===== src/rtl/register_file_sb.sv =====
// Multi-port register file with load scoreboard: ALU writeback (port A), load return (port B),
// two bypassed combinational read ports, per-register pending bits, stall and hazard flags.
module register_file_sb #(
    parameter int unsigned DataWidth  = 16,
    parameter int unsigned SelectSize = 3,
    parameter int unsigned ZeroReg    = 0
) (
    input  logic                       Clk,
    input  logic                       Reset,
    input  logic                       REG_WE,
    input  logic [DataWidth-1:0]       DIn,
    input  logic [SelectSize-1:0]      REG_Dst,
    input  logic                       LD_Valid,
    input  logic [SelectSize-1:0]      LD_Dst,
    input  logic [DataWidth-1:0]       LD_DIn,
    input  logic                       Lock,
    input  logic [SelectSize-1:0]      REG_LockDst,
    input  logic [SelectSize-1:0]      REG_Src1,
    input  logic [SelectSize-1:0]      REG_Src2,
    output logic [DataWidth-1:0]       SRC1,
    output logic [DataWidth-1:0]       SRC2,
    output logic                       Stall1,
    output logic                       Stall2,
    output logic [2**SelectSize-1:0]   Pending,
    output logic                       Conflict
);

    localparam int unsigned Depth = 2 ** SelectSize;

    logic [DataWidth-1:0]  regs_q [Depth];
    logic [DataWidth-1:0]  regs_d [Depth];
    logic [Depth-1:0]      pending_q;
    logic [Depth-1:0]      pending_d;
    logic                  conflict_q;
    logic                  conflict_d;

    logic                  a_zero;
    logic                  b_zero;
    logic                  lk_zero;
    logic                  a_en;
    logic                  b_en;
    logic                  lk_en;

    logic [SelectSize-1:0] rd_sel   [2];
    logic [DataWidth-1:0]  rd_data  [2];
    logic                  rd_stall [2];

    // Accesses to a hardwired-zero register 0 are squashed before they reach any state.
    always_comb begin
        a_zero  = (ZeroReg != 0) && (REG_Dst == '0);
        b_zero  = (ZeroReg != 0) && (LD_Dst == '0);
        lk_zero = (ZeroReg != 0) && (REG_LockDst == '0);
        a_en    = !REG_WE && !a_zero;
        b_en    = LD_Valid && !b_zero;
        lk_en   = Lock && !lk_zero;
    end

    assign rd_sel[0] = REG_Src1;
    assign rd_sel[1] = REG_Src2;

    // Read mux: load return beats ALU writeback beats stored value.
    always_comb begin
        for (int p = 0; p < 2; p++) begin
            rd_data[p]  = regs_q[rd_sel[p]];
            rd_stall[p] = pending_q[rd_sel[p]];
            if ((ZeroReg != 0) && (rd_sel[p] == '0)) begin
                rd_data[p] = '0;
            end else if (LD_Valid && (LD_Dst == rd_sel[p])) begin
                rd_data[p] = LD_DIn;
            end else if (!REG_WE && (REG_Dst == rd_sel[p])) begin
                rd_data[p] = DIn;
            end
            if (LD_Valid && (LD_Dst == rd_sel[p])) begin
                rd_stall[p] = 1'b0;
            end
        end
    end

    assign SRC1   = rd_data[0];
    assign SRC2   = rd_data[1];
    assign Stall1 = rd_stall[0];
    assign Stall2 = rd_stall[1];

    // Next-state: port B is applied after port A so it wins a same-register collision,
    // and a new lock is applied after the load clear so it wins on the same register.
    always_comb begin
        regs_d     = regs_q;
        pending_d  = pending_q;
        conflict_d = 1'b0;

        if (a_en) begin
            regs_d[REG_Dst] = DIn;
        end
        if (b_en) begin
            regs_d[LD_Dst]    = LD_DIn;
            pending_d[LD_Dst] = 1'b0;
        end
        if (lk_en) begin
            pending_d[REG_LockDst] = 1'b1;
        end

        if (a_en && b_en && (REG_Dst == LD_Dst)) begin
            conflict_d = 1'b1;
        end
        if (b_en && !pending_q[LD_Dst]) begin
            conflict_d = 1'b1;
        end
        if (a_en && pending_q[REG_Dst]) begin
            conflict_d = 1'b1;
        end
    end

    always_ff @(posedge Clk) begin
        if (Reset) begin
            regs_q     <= '{default: '0};
            pending_q  <= '0;
            conflict_q <= 1'b0;
        end else begin
            regs_q     <= regs_d;
            pending_q  <= pending_d;
            conflict_q <= conflict_d;
        end
    end

    assign Pending  = pending_q;
    assign Conflict = conflict_q;

endmodule


===== config.mk =====
export PLATFORM = sky130hd
export DESIGN_NAME = register_file_sb
export DESIGN_NICKNAME = d
export VERILOG_FILES = /design/src/rtl/register_file_sb.sv
export SDC_FILE = /design/constraint.sdc
export NUM_CORES = 1
export LEC_CHECK = 0
export CAP_MARGIN = 20
export CORE_AREA = 2 2 128 130
export CTS_BUF_LIST = sky130_fd_sc_hd__clkbuf_2 sky130_fd_sc_hd__clkbuf_4 sky130_fd_sc_hd__clkbuf_8
export CTS_CLUSTER_DIAMETER = 80
export CTS_CLUSTER_SIZE = 12
export DETAILED_ROUTE_END_ITERATION = 10
export DIE_AREA = 0 0 130 132
export PLACE_DENSITY = 0.82
export SYNTH_ARGS = -nofsm -noshare
export SYNTH_HDL_FRONTEND = slang
export SYNTH_SLANG_ARGS = --single-unit
export TNS_END_PERCENT = 100

===== constraint.sdc =====
create_clock -name Clk -period 3.69 [get_ports Clk]
set_input_delay 1.107 -clock Clk [delete_from_list [all_inputs] [get_ports Clk]]
set_output_delay 1.107 -clock Clk [all_outputs]
set_load 0.05 [all_outputs]

==> flow_summary.toml, run 1 <==
[clock_tree]
ctsHoldBuffers = 0
cts_made_buffers = 17
clock_path_buffers = 2
path_clk_slew_ns = 0.07
htreeDepth = 4
cts_root_buffer = "clkbuf_8"
clk_latency_ns = 0.46
cts_tree = "done"
clock_sinks = 137

[final_layout]
drive_gt1_share_pct = 36.43
syn2layout_area_growth_pct = 33.80
fillers = 858
diodes = 0
layout.nets = 1076

[synthesis]
synth-edff-count = 0
synth-async-reset-ratio_pct = 0
synth_fp_nets = 966
ys_types = 33
ys_ff_latch = 137
syn_inst = 914
ys_seq_area_share_pct = 29.67
synth_area_sq_um = 9243
synth_area_per_cell_sq_um = 10.11
synth_flop_cell = "dfxtp_1"
ys_warn_count = 0

[timing]
period_share_pct = 103.8
fin_ws_ns = -0.1410
fin_tns_setup_ns = -3.232
hold_viol_final = 0
setup-violations-final = 32
drv_slew = 0
rsz0062_at_grt = "true"
skew_ns = 0.002695
min_period_ns = 3.831
maxSlewHeadroom_pct = 51.87
fmaxAchievable_ghz = 0.2610
worstMarginPinSlew_ns = 0.7219

[floorplanning]
die_area_sq_um = 17160
die_w_microns = 130
pin_count = 95
die_h_microns = 132
core_sq_um = 15710
start_util_pct = 58.82
placementRows = 46

[place]
hpwl_microns = 17950
place_congestion = 0.8537
portBuffers = 94

[pwr]
p_total_mw = 4.012
leakagePower_nw = 4.487
p_per_area_nw_per_um2 = 324.4
ir_drop_v = 0.0002800

[critical_path]
critPathKind = "in -> out"
r2r_setup_slack_ns = 2.23
endpoint_kind = "output pin"
crit_arrival_ns = 2.72
crit_path_start_kind = "primary input"
cp_max_fo = 8
worstPathRequired_ns = 2.58

[grt]
track_usage_pct = 40.93
grt.overflow.total = 0
grt_max_degree = 59
antenna_found_initial = 0
grt_pass1_vias = 9247
grt_pass1_wl_microns = 53120

[flow_run]
cap_violations = 0

[drt]
drt-total-wl_microns = 34080
antenna_left = 0
wl_per_cell_microns = 27.24
drtIter0Drc = 1365
drtPass1Iterations = 6
vias_per_cell = 7.197
num_vias = 9004
route.detailed.drc = 0

[status]
violations = "negative setup slack"
status = "finished, violations left"

[worst_hold_path]
hold_class = "reg -> reg"
[final cells by class]
cell class	instances	area, sq um	share of cell area [%]
flip-flops and latches	137	2743	22.18
multi-input cells	658	6492	52.50
well taps	216	270.3	2.185
clock inverters	4	20.02	0.1619
repair buffers	210	2527	20.44
clock buffers	26	314.1	2.539
[power breakdown]
group	leakage (nW)	internal, mW	switching [mW]
Sequential	1.12	1.55	0.0691
Combinational	3.19	0.613	0.656
Clock	0.184	0.540	0.581
[cells in the mapped netlist (all sizes together) (3+ instances only)]
master / number / area (sq um)
dfxtp: 137 / 2743
buf: 57 / 391.6
clkbuf: 62 / 232.7
mux2: 32 / 360.4
a32oi: 4 / 35.03
nor3: 4 / 65.06
mux2i: 164 / 1642
a211oi: 128 / 960.9
nand3: 4 / 20.02
nor2: 141 / 539.3
o21ai: 33 / 165.2
xnor2: 6 / 52.55
nor2b: 6 / 37.54
xor2: 9 / 78.83
nand2b: 3 / 33.79
nand2: 37 / 138.9
mux4: 72 / 1622
a22oi: 3 / 22.52
[through the flow]
| stage | instances | setup slack (ns) | hold slack (ns) | util (%) | cell area (sq um) |
|---|---|---|---|---|---|
| detailed placement | 1205 | -0.4560 | 0.5227 | 72.62 | 11410 |
| global route | 1251 | -0.1566 | 0.5751 | 78.71 | 12370 |
| global placement | 1205 | -0.4277 | 0.5113 | 72.62 | 11410 |
| finish | 1251 | -0.1410 | 0.5316 | 78.71 | 12370 |
| CTS | 1251 | -0.1303 | 0.5332 | 78.28 | 12300 |
| floorplan | 914 | -0.1047 | 0.5308 | - | 9608 |
[worst paths after layout]
check / start / endpoint / depth (start not counted)
worst max register to register: Pending[3] / Conflict / 4
worst max-delay path: REG_Src1[0] / SRC1[14] / 8
worst min register to register: Pending[7] / Pending[7] / 2
worst min-delay path: Pending[7] / Pending[7] / 2
[metal layers]
metal	part of all wire [%]	GRT usage, %
met1	34	49.79
met2	46	62.33
met3	11	11.32
met4	8.0	28.73
met5	0	0
[flip-flops by register name, summed over array words and instances (netlist names)]
register  cells
regs_q      128
Conflict      1
Pending       8
[cell usage in the layout, fill, tap and decap left out, types with 28 or more instances in the layout]
cell type / Yosys / routed
buf_12: 0 / 54
a211oi_1: 128 / 128
o21ai_4: 0 / 28
clkdlybuf4s50_1: 0 / 46
dfxtp_1: 137 / 137
nand2_1: 37 / 37
nor2_1: 139 / 137
buf_4: 12 / 92
mux2i_1: 164 / 134
mux4_2: 72 / 72
[logic make-up after synthesis]
| family | after synthesis | share of synthesized area (%) |
|---|---|---|
| buffers and inverters | 119 | 6.755 |
| muxes | 268 | 39.20 |
| and+or+nand+nor | 205 | 10.03 |
| AOI/OAI and AO/OA | 170 | 12.91 |
| DFF | 137 | 29.67 |
| xor gates and xnor gates | 15 | 1.421 |
[repair_timing]
| action | CTS | global route |
|---|---|---|
| resized for setup | 100 | 11 |
| setup buffers | 10 | 0 |
| pin swaps | 6 | 6 |
| endpoints found under the setup margin | 34 | 34 |
| gates cloned | 6 | 0 |
[worst max-delay path: stages]
cell,delay [ns]
buf_12,0.11
buf_12,0.12
xor2_1,0.14
or4_4,0.49
buf_16,0.21
mux2i_4,0.20
o21ai_4,0.18
buf_12,0.15
Power figures use the tool's default switching activity.
==> run 2, diff against run 1 <==
--- a/config.mk
+++ b/config.mk
@@ -6,13 +6,14 @@
 export NUM_CORES = 1
 export LEC_CHECK = 0
 export CAP_MARGIN = 20
-export CORE_AREA = 2 2 128 130
+export CORE_AREA = 2 2 173 90
 export CTS_BUF_LIST = sky130_fd_sc_hd__clkbuf_2 sky130_fd_sc_hd__clkbuf_4 sky130_fd_sc_hd__clkbuf_8
 export CTS_CLUSTER_DIAMETER = 80
 export CTS_CLUSTER_SIZE = 12
 export DETAILED_ROUTE_END_ITERATION = 10
-export DIE_AREA = 0 0 130 132
-export PLACE_DENSITY = 0.82
+export DIE_AREA = 0 0 175 92
+export DONT_BUFFER_PORTS = 1
+export PLACE_DENSITY = 0.8
 export SYNTH_ARGS = -nofsm -noshare
 export SYNTH_HDL_FRONTEND = slang
 export SYNTH_SLANG_ARGS = --single-unit
==> flow_summary.toml, run 2 (synthesis gave the netlist of run 1 again) <==
[critical_path]
worstPathRequired_ns = 2.58
critical-path-top-delay-family = "simple AND/OR/NAND/NOR gates"
r2r_setup_slack_ns = 1.91
timing.critical_path.buf_inv = 2
slowest_stage = "or4_4"
crit_arrival_ns = 2.55
worstPathCellList = "xor2_1 -> or4_4 -> buf_12 -> mux2i_1 -> o21ai_4 -> buf_12"
critPathKind = "in -> out"
rr_worst_depth = 4
endpoint_kind = "output pin"
regToRegStartpoint = "Pending[6]"
cpPeakStageDelay_ns = 0.55
rr_endpoint = "Conflict"
cp.depth = 6
crit_path_start_kind = "primary input"
startpoint = "REG_Dst[2]"
cp_common_cell = "buf_12"
cp_max_fo = 16
cp-endpoint = "SRC1[4]"

[status]
status = "finished, final reports clean"

[grt]
grt_pass1_vias = 8189
grt_max_degree = 138
antenna_found_initial = 1
grt.overflow.total = 0
grt_pass1_wl_microns = 46170
track_usage_pct = 37.73

[drt]
route.detailed.drc = 0
drtIter0Drc = 1001
num_vias = 7986
wl_per_cell_microns = 27.63
vias_per_cell = 7.354
drt-total-wl_microns = 30010
antenna_left = 0
drtPass1Iterations = 6

[floorplanning]
placementRows = 32
start_util_pct = 62.22
core_sq_um = 14850
die_h_microns = 92
die_area_sq_um = 16100
pin_count = 95
die_w_microns = 175

[final_layout]
post-route-util_pct = 70.34
fin_cells = 1086
layout.nets = 922
syn2layout_area_growth_pct = 13.05
largest_reg_flops = 128
fillers = 993
regMostFlops = "regs_q"
drive_gt1_share_pct = 28.00
final_common_cell = "mux2i_1"
diodes = 0
layout_common_cells = "mux2i_1 (157), dfxtp_1 (137), nor2_1 (137)"

[timing]
skew_ns = 0.004526
fin_ws_ns = 0.03443
worstMarginPinSlew_ns = 0.8875
rsz0062_at_grt = "false"
period_share_pct = 99.07
min_period_ns = 3.656
maxSlewHeadroom_pct = 40.69
drv_slew = 0
fmaxAchievable_ghz = 0.2736
setup-violations-final = 0
hold_viol_final = 0
hold_slack_ns = 0.5731

[clock_tree]
clk_latency_ns = 0.45
clock_sinks = 137
path_clk_slew_ns = 0.08
clock_path_buffers = 2
cts_tree = "done"
cts_made_buffers = 17
cts_root_buffer = "clkbuf_8"
htreeDepth = 4

[place]
hpwl_microns = 18740
dpl.cell_count = 1053
portBuffers = 0
place_congestion = 0.8560
dp_slack_ns = -0.002160

[pwr]
ir_drop_v = 0.0002354
p_total_mw = 3.612
p_per_area_nw_per_um2 = 345.7
leakagePower_nw = 3.678

[flow_run]
cap_violations = 0

[worst_hold_path]
hold_class = "reg -> reg"
## run 2: worst min-delay path by stage
| stage | start | end | slack [ns] | cells after the start |
|---|---|---|---|---|
| floorplan | regs_q[85] | regs_q[85] | 0.53 | 2 |
| finish | regs_q[36] | regs_q[36] | 0.57 | 2 |
| global placement | regs_q[42] | regs_q[42] | 0.54 | 2 |
| CTS | regs_q[16] | regs_q[16] | 0.56 | 2 |
| detailed placement | regs_q[46] | regs_q[46] | 0.55 | 2 |
| global route | regs_q[16] | regs_q[16] | 0.59 | 2 |
## run 2: final cells by class
cell class | count | area [sq um] | share of cell area (%)
Clock buffer | 18 | 241.5 | 2.311
Tap cell | 204 | 255.2 | 2.443
Multi-Input combinational cell | 658 | 6240 | 59.72
Clock inverter | 13 | 98.84 | 0.9460
Sequential cell | 137 | 2743 | 26.25
Timing Repair Buffer | 56 | 870.8 | 8.334
## run 2: repair_timing
action | in CTS | in global routing
setup buffers | 0 | 2
resized for setup | 4 | 3
endpoints found under the setup margin | 3 | 18
hold buffers | 0 | 0
pin swaps | 0 | 2
## run 2: power breakdown
| part | internal, mW | total [mW] | switching, mW |
|---|---|---|---|
| clock | 0.472 | 1.13 | 0.660 |
| sequential | 1.55 | 1.63 | 0.0754 |
| combinational | 0.433 | 0.853 | 0.420 |
| total | 2.46 | 3.61 | 1.16 |
## run 2: worst reg2reg max path: stages, from the launching register on
cell and delay, ns:
dfxtp_1 0.78, mux4_2 0.42, mux2i_1 0.09, or2_2 0.28, a21oi_1 0.14
## run 2: metrics by stage
| stage | TNS, ns | instance area, sq um |
|---|---|---|
| after floorplan | -2.134 | 9608 |
| after global placement | -0.004018 | 10040 |
| after detailed placement | -0.002160 | 10040 |
| after CTS | 0 | 10400 |
| after global routing | 0 | 10450 |
| final | 0 | 10450 |
## run 2: per-layer routing
| layer | vias to the layer above | part of all wire (%) | global-route usage [%] |
|---|---|---|---|
| met4 | 2 | 3.6 | 16.25 |
| met5 | - | 0.043 | 0.3205 |
| met2 | 642 | 44 | 57.41 |
| met3 | 134 | 14 | 11.90 |
| li1 | 3319 | - | - |
| met1 | 3889 | 38 | 49.81 |
==> run 3, diff against run 2 <==
==> constraint.sdc (replaced) <==
create_clock -name Clk -period 3.69 [get_ports Clk]
set_input_delay 0.738 -clock Clk [delete_from_list [all_inputs] [get_ports Clk]]
set_output_delay 0.738 -clock Clk [all_outputs]
set_load 0.05 [all_outputs]
==> flow_summary.toml, run 3 (synthesis gave the netlist of run 1 again) <==
[timing]
maxSlewHeadroom_pct = 44.24
worstMarginPinSlew_ns = 0.8344
fin_tns_setup_ns = 0
rsz0062_at_grt = "false"
hold_viol_final = 0
skew_ns = 0.006541
min_period_ns = 3.014
setup-violations-final = 0
fmaxAchievable_ghz = 0.3318
drv_slew = 0
period_share_pct = 81.68

[final_layout]
layout_common_cells = "mux2i_1 (164), nor2_1 (139), dfxtp_1 (137)"
drive_gt1_share_pct = 22.69
fillers = 1124
largest_reg_flops = 128
register_area_sq_um = 2743
syn2layout_area_growth_pct = 4.291
regMostFlops = "regs_q"
diodes = 0
fin_cells = 1081
multi_input_area_sq_um = 5876
final_common_cell = "mux2i_1"
layout.nets = 916

[drt]
vias_per_cell = 7.060
num_vias = 7632
drt-total-wl_microns = 27350
route.detailed.drc = 0
drtPass1Iterations = 5
drtIter0Drc = 958
antenna_left = 0
wl_per_cell_microns = 25.30

[floorplanning]
die_h_microns = 92
die_w_microns = 175
die_area_sq_um = 16100
start_util_pct = 62.22
core_sq_um = 14850
pin_count = 95
placementRows = 32

[critical_path]
worstPathRequired_ns = 2.95
crit_arrival_ns = 2.28
endpoint_kind = "output pin"
rr_endpoint = "Conflict"
rr_worst_depth = 4
crit_path_start_kind = "primary input"
r2r_setup_slack_ns = 2.00
critPathKind = "in -> out"
regToRegStartpoint = "Pending[4]"
cp_max_fo = 16

[worst_hold_path]
holdPathEnd = "Conflict"
hold_class = "in -> reg"
hold_path_depth = 1
holdCritStartpoint = "Reset"

[clock_tree]
path_clk_slew_ns = 0.09
clock_sinks = 137
cts_tree = "done"
cts_made_buffers = 17
htreeDepth = 4
clock_path_buffers = 2
cts_setup_buffers = 0
clk_latency_ns = 0.46
cts_root_buffer = "clkbuf_8"
ctsHoldBuffers = 0
post_cts_resized = 0

[pwr]
leakagePower_nw = 3.521
p_per_area_nw_per_um2 = 367.3
ir_drop_v = 0.0002480

[grt]
grt_pass1_vias = 7273
grt.overflow.total = 0
track_usage_pct = 34.47
antenna_found_initial = 0
grt_pass1_wl_microns = 42420
grt_max_degree = 138

[flow_run]
cap_violations = 0

[place]
place_congestion = 0.8546
hpwl_microns = 16910
portBuffers = 0
dpl.cell_count = 1049

[status]
status = "finished, final reports clean"
==> run 3: cell types whose count changed in the layout (fill, tap and decap cells not counted), sizes merged <==
cell,change
buf,-6
clkinvlp,-4
inv,+3
bufinv,+1
clkbuf,+1
==> run 3: power breakdown <==
| part | switching (mW) | internal (mW) | total [mW] |
|---|---|---|---|
| Combinational | 0.352 | 0.301 | 0.653 |
| Sequential | 0.0740 | 1.55 | 1.63 |
| Clock | 0.686 | 0.577 | 1.26 |
| Total | 1.11 | 2.43 | 3.54 |
==> run 3: worst max-delay path by stage <==
stage,from,to,slack (ns),cells after the start
floorplan,REG_Dst[1],SRC2[15],0.05,6
global placement,REG_Dst[2],SRC2[3],0.68,5
detailed placement,REG_Dst[2],SRC2[3],0.69,5
CTS,REG_Dst[2],SRC2[3],0.69,5
global route,REG_Dst[2],SRC2[3],0.67,5
finish,REG_Dst[2],SRC2[3],0.68,5
==> run 3: area by class of cell <==
| class | count | area share, % |
|---|---|---|
| Clock buffer | 19 | 2.648 |
| Clock inverter | 13 | 1.402 |
| Multi-Input combinational cell | 658 | 60.96 |
| Sequential cell | 137 | 28.45 |
| Tap cell | 204 | 2.648 |
| Timing Repair Buffer | 50 | 3.894 |
==> run 3: worst max-delay path, stage by stage <==
cell     delay, ns
xor2_1        0.14
or4_4         0.71
mux2i_1       0.18
o21ai_1       0.25
buf_4         0.25
==> run 3: per-layer routing <==
layer | vias to the layer above | GRT usage (%) | share of wire [%]
li1 | 3316 | - | -
met1 | 3728 | 49.54 | 43
met2 | 507 | 49.84 | 43
met3 | 81 | 10.66 | 12
met4 | 0 | 10.42 | 2.1
met5 | - | 0 | 0
==> run 3: stage by stage <==
step / hold WS [ns] / instance area, sq um / setup WS, ns / utilization, % / power [mW]
2_1_floorplan: 0.5308 / 9243 / 0.04758 / - / 2.269
3_3_place_gp: 0.5407 / 9249 / 0.6843 / 62.26 / 2.281
3_5_place_dp: 0.5457 / 9249 / 0.6894 / 62.26 / 2.295
4_1_cts: 0.3361 / 9639 / 0.6937 / 64.89 / 3.526
5_1_grt: 0.3361 / 9639 / 0.6658 / 64.89 / 3.637
6_report: 0.3423 / 9639 / 0.6758 / 64.89 / 3.541
